$ cat src/rtl/apb_master_pkg.sv
// Shared types for the APB3 requester: FSM states, response record and the
// register map of the I2C bridge completer it normally drives.
package apb_master_pkg;

   typedef enum logic [1:0] {
      IDLE,
      SETUP,
      ACCESS,
      RESP
   } state_e;

   localparam logic [31:0] TX_FIFO = 32'd0;
   localparam logic [31:0] RX_FIFO = 32'd4;
   localparam logic [31:0] CONFIG  = 32'd8;
   localparam logic [31:0] TIMEOUT = 32'd12;

   typedef struct packed {
      logic [31:0] rdata;
      logic        err;
      logic        timeout;
   } rsp_t;

endpackage

$ cat src/rtl/apb_master.sv
// APB3 requester: one command at a time through SETUP/ACCESS, with a wait-state
// timeout so a stalled completer cannot hang the initiator.
module apb_master
   import apb_master_pkg::*;
#(
   parameter int unsigned ADDR_W         = 32,
   parameter int unsigned DATA_W         = 32,
   parameter int unsigned TIMEOUT_CYCLES = 255
) (
   input  logic              PCLK,
   input  logic              PRESETn,
   input  logic              cmd_valid,
   output logic              cmd_ready,
   input  logic              cmd_write,
   input  logic [ADDR_W-1:0] cmd_addr,
   input  logic [DATA_W-1:0] cmd_wdata,
   output logic              rsp_valid,
   input  logic              rsp_ready,
   output logic [DATA_W-1:0] rsp_rdata,
   output logic              rsp_err,
   output logic              rsp_timeout,
   output logic              busy,
   output logic              PSELx,
   output logic              PENABLE,
   output logic              PWRITE,
   output logic [ADDR_W-1:0] PADDR,
   output logic [DATA_W-1:0] PWDATA,
   input  logic [DATA_W-1:0] PRDATA,
   input  logic              PREADY,
   input  logic              PSLVERR
);

   localparam int unsigned CNT_W = (TIMEOUT_CYCLES > 0) ? $clog2(TIMEOUT_CYCLES + 1) : 1;
   localparam logic [CNT_W-1:0] CNT_LIMIT = CNT_W'(TIMEOUT_CYCLES);
   localparam bit TIMEOUT_EN = (TIMEOUT_CYCLES != 0);

   state_e            state_q, state_d;
   logic              psel_q, psel_d;
   logic              penable_q, penable_d;
   logic              pwrite_q, pwrite_d;
   logic [ADDR_W-1:0] paddr_q, paddr_d;
   logic [DATA_W-1:0] pwdata_q, pwdata_d;
   logic              rsp_valid_q, rsp_valid_d;
   logic [DATA_W-1:0] rsp_rdata_q, rsp_rdata_d;
   logic              rsp_err_q, rsp_err_d;
   logic              rsp_timeout_q, rsp_timeout_d;
   logic [CNT_W-1:0]  cnt_q, cnt_d;

   always_comb begin
      state_d       = state_q;
      psel_d        = psel_q;
      penable_d     = penable_q;
      pwrite_d      = pwrite_q;
      paddr_d       = paddr_q;
      pwdata_d      = pwdata_q;
      rsp_valid_d   = rsp_valid_q;
      rsp_rdata_d   = rsp_rdata_q;
      rsp_err_d     = rsp_err_q;
      rsp_timeout_d = rsp_timeout_q;
      cnt_d         = cnt_q;
      unique case (state_q)
         IDLE: begin
            if (cmd_valid) begin
               paddr_d  = cmd_addr;
               pwrite_d = cmd_write;
               pwdata_d = cmd_wdata;
               psel_d   = 1'b1;
               state_d  = SETUP;
            end
         end
         SETUP: begin
            penable_d = 1'b1;
            state_d   = ACCESS;
         end
         ACCESS: begin
            // PREADY wins over an expiring counter in the same cycle.
            if (PREADY) begin
               rsp_rdata_d   = pwrite_q ? '0 : PRDATA;
               rsp_err_d     = PSLVERR;
               rsp_timeout_d = 1'b0;
               psel_d        = 1'b0;
               penable_d     = 1'b0;
               cnt_d         = '0;
               rsp_valid_d   = 1'b1;
               state_d       = RESP;
            end else if (TIMEOUT_EN && (cnt_q == CNT_LIMIT)) begin
               rsp_rdata_d   = '0;
               rsp_err_d     = 1'b1;
               rsp_timeout_d = 1'b1;
               psel_d        = 1'b0;
               penable_d     = 1'b0;
               cnt_d         = '0;
               rsp_valid_d   = 1'b1;
               state_d       = RESP;
            end else begin
               cnt_d = cnt_q + 1'b1;
            end
         end
         RESP: begin
            if (rsp_ready) begin
               rsp_valid_d = 1'b0;
               state_d     = IDLE;
            end
         end
         default: state_d = IDLE;
      endcase
   end

   always_ff @(posedge PCLK or negedge PRESETn) begin
      if (!PRESETn) begin
         state_q       <= IDLE;
         psel_q        <= 1'b0;
         penable_q     <= 1'b0;
         pwrite_q      <= 1'b0;
         paddr_q       <= '0;
         pwdata_q      <= '0;
         rsp_valid_q   <= 1'b0;
         rsp_rdata_q   <= '0;
         rsp_err_q     <= 1'b0;
         rsp_timeout_q <= 1'b0;
         cnt_q         <= '0;
      end else begin
         state_q       <= state_d;
         psel_q        <= psel_d;
         penable_q     <= penable_d;
         pwrite_q      <= pwrite_d;
         paddr_q       <= paddr_d;
         pwdata_q      <= pwdata_d;
         rsp_valid_q   <= rsp_valid_d;
         rsp_rdata_q   <= rsp_rdata_d;
         rsp_err_q     <= rsp_err_d;
         rsp_timeout_q <= rsp_timeout_d;
         cnt_q         <= cnt_d;
      end
   end

   assign cmd_ready   = (state_q == IDLE);
   assign busy        = (state_q != IDLE);
   assign PSELx       = psel_q;
   assign PENABLE     = penable_q;
   assign PWRITE      = pwrite_q;
   assign PADDR       = paddr_q;
   assign PWDATA      = pwdata_q;
   assign rsp_valid   = rsp_valid_q;
   assign rsp_rdata   = rsp_rdata_q;
   assign rsp_err     = rsp_err_q;
   assign rsp_timeout = rsp_timeout_q;

endmodule
$ cat config.mk
export PLATFORM = sky130hd
export DESIGN_NAME = apb_master
export DESIGN_NICKNAME = d
export VERILOG_FILES = /design/src/rtl/apb_master_pkg.sv /design/src/rtl/apb_master.sv
export SDC_FILE = /design/constraint.sdc
export NUM_CORES = 1
export LEC_CHECK = 0
export ABC_CLOCK_PERIOD_IN_PS = 1650
export BUFFER_PORTS_ARGS = -buffer_cell sky130_fd_sc_hd__buf_2
export CAP_MARGIN = 20
export CORE_MARGIN = 8
export CORE_UTILIZATION = 34
export CTS_CLUSTER_DIAMETER = 50
export DETAILED_ROUTE_END_ITERATION = 8
export SETUP_SLACK_MARGIN = 0.05
export SYNTH_ARGS = -nofsm -noshare
export SYNTH_HDL_FRONTEND = slang
export SYNTH_SLANG_ARGS = --single-unit
$ cat constraint.sdc
create_clock -name PCLK -period 1.65 [get_ports PCLK]
set_clock_uncertainty 0.05 [all_clocks]
set_input_delay 0.495 -clock PCLK [delete_from_list [all_inputs] [get_ports PCLK]]
set_output_delay 0.495 -clock PCLK [all_outputs]
set_load 0.01 [all_outputs]
==> results.md <==
- Reg-to-reg startpoint: state_q[0]
- CTS H-tree depth: 3
- Minimum clock period: approximately 1.7 ns
- Core area: between 10000 and 15000 um^2
- Total internal power: 8.03 mW
- Endpoints failing hold: 0
- Via-per-instance ratio: 4.54
- Total gr overflow: 0
- Sequential area share after synthesis: 62.8%
- Post-synthesis average cell area: around 13 um^2
- Switching share of power: between 30% and 40%
- Clk root buf: clkbuf_16
- Antenna violations before repair: 0
- Final weighted congestion in routability-driven placement: 0.779
- Commonest non-fill, non-tap cell in the layout: buf_2
- Switch Pwr: 4.37 mW
- Final WS setup: -0.0539 ns
- Crit path arrival time: 1.16 ns
- Post-Syn Nets: 459
- Clock sink count: 112
- Width of the die: 131 um
- Vias in the first global route: 3737
- Mapped Area: 4460 um^2
- DRC Markers: 0
- Wire length per cell: 17.2 um
- Largest net degree at the start of global routing: 58
- Routed WL: 13400 um
- Crit path launch type: flop
- Hold depth: 3
- Clock Path Buffers: 2
- Global-route wire length before repair: 18600 um
- Cell variety after synth: 30
- Cell Rows: 42
- Nets: 704
- R2r setup slk: -0.04 ns
- Crit share post-route: 103%
- Status: complete, but fails checks
- Worst Hold Launch: PRDATA[8]
- Pins Over Slew Limit: 0
- Worst Hold End: rsp_rdata[8]
- Via count: 3536
- Worst-path clk slew: 0.07 ns
- Max VDD drop: 818 uV
- Buffers on Ports: 206
- Total track usage: between 10 and 15%
- HPWL after DPL: a little over 9000 um
- Combinational group share of total power: between 40% and 50%
- Crit Path Class: reg -> out
- Die Y: about 130 um
- Max Cap Viol: 0
- Initial DRC count: 192
- Lkg Pwr: 3.34 nW
- Number of buffers created by CTS: 9
- Fraction of layout cells with a size suffix above 1: 63.2%
- Area Overhead vs Synth: 53.3%
- RSZ-0062 raised after global routing: true
- Worst-margin pin slew: just over 0.3 ns
- Total number of yosys warnings: 0
- Fmax achieved: 587 MHz
- PD cells: 1810 nW/um^2
- Violated checks: negative setup slack
- Worst Path Max Fanout: 3
- Clk pwr share: between 15 and 20%
- Seq cells post-synth: 112
- Required @ worst endpoint: ~1.1 ns
- TritonCTS clock tree: built
- Slew margin rel.: 79.2%
- Flop pwr share: approximately 37%
- TritonRoute pass-1 iters: 4
- Worst Hold Class: in -> reg
- I/O pin cnt: around 210
- Reg2Reg Depth: 8
- Gate Count Post-Synth: 351
- Starting Density: 34.2%
- Reg-to-reg endpoint: rsp_rdata[23]
- Setup Total Neg Slack: -0.261 ns
- Final setup viols: 14
- Setup crit end kind: primary output
- Most frequent cells in the layout: buf_2 (204), dfrtp_1 (111), mux2_2 (66)
- Antenna-violating nets left: 0
- Worst skew pair latency: 0.35 ns
- Place WS: -0.0478 ns
- Die area: 17000 um^2
-- power by group through the flow --
stage / Clock (mW) / Sequential, mW / Combinational [mW]
after floorplan: 0 / 5.24 / 1.95
after detailed placement: 0 / 4.65 / 4.73
after global routing: 2.24 / 4.79 / 6.22
after global placement: 0 / 4.58 / 4.63
after CTS: 2.12 / 4.60 / 4.97
final: 2.05 / 4.62 / 5.73
-- synthesized netlist by cell type (all sizes together) --
library cell	n	area share, %
o2bb2ai	2	0.39
inv	39	3.3
nor2	6	0.50
clkbuf	9	0.76
mux2	67	17
a32o	1	0.22
xor2	3	0.59
and3	1	0.14
nand2	6	0.50
a22o	1	0.20
nor2b	2	0.28
nand4	4	0.70
nand3b	1	0.17
a31oi	2	0.28
or2	1	0.14
o32a	1	0.22
nand3	32	3.6
a21oi	4	0.45
or3	2	0.28
buf	10	1.2
o21a	1	0.17
dfrtp	112	63
a221oi	1	0.34
mux2i	2	0.45
o21ai	36	4.0
ha	5	1.4
-- sequential cells by signal (all words and copies together) (netlist names) --
signal	cells
PWDATA	32
PENABLE	1
rsp_timeout	1
PADDR	32
cnt_q	8
rsp_err	1
state_q	2
rsp_valid	1
PWRITE	1
PSELx	1
rsp_rdata	32
-- worst max-delay path, cell delays in order (launching register included) --
cell     delay, ns
dfrtp_2       0.44
inv_2         0.09
ha_4          0.14
inv_2         0.04
buf_6         0.11
-- layout make-up --
cell class / instances / area (um^2)
diodes: 1 / 2.50
fillers: 1175 / 6190
inverters: 39 / 146
flip-flops and latches: 112 / 2800
clock buffers: 12 / 246
well taps: 176 / 220
clock inverters: 4 / 30.0
multi-input cells: 182 / 1710
repair buffers: 252 / 1680
-- timing repair --
item | CTS | global route
pin swaps | 2 | 28
gates resized for setup | 11 | 77
endpoints found under the hold margin | 17 | 0
endpoints found under the setup margin | 87 | 104
hold buffers | 1 | 0
gates cloned | 1 | 12
buffers inserted | 5 | 4
-- worst max-delay path by stage --
stage	from	endpoint	cells after the start
floorplan	cnt_q[0]	state_q[1]	5
global placement	cnt_q[1]	state_q[1]	5
detailed placement	cnt_q[0]	state_q[1]	5
CTS	state_q[1]	busy	4
global route	state_q[0]	rsp_err	8
finish	state_q[1]	busy	4
-- through the flow --
step                      utilization (%)  cell area [um^2]  cells  hold slack [ns]  power (mW)
after floorplan                         -              4490    351            0.149        7.18
final                                52.5              6840    778            0.320        12.4
after global routing                 52.5              6840    777            0.311        13.2
after detailed placement             45.3              5910    738            0.362        9.38
after global placement               45.3              5910    738            0.358        9.21
after CTS                            48.4              6310    761            0.306        11.7
-- logic make-up after synthesis --
| group | share of synthesized area [%] |
|---|---|
| XOR/XNOR | 0.589 |
| AO/OA/AOI/OAI | 6.31 |
| buffers and inverters | 5.22 |
| AND/OR/NAND/NOR | 6.31 |
| flip-flops | 62.8 |
| adder cells (fa/ha/maj) | 1.40 |
| multiplexers | 17.4 |
-- layer usage --
layer  up-vias  GRT usage (%)  part of all wire, %
li1       1696              -                    -
met1      1728           15.5                   38
met5         -              0                    0
met2        98           25.7                   54
met4         0           6.01                  1.6
met3        14           3.08                  6.2
(Power assumes the default switching activity.)
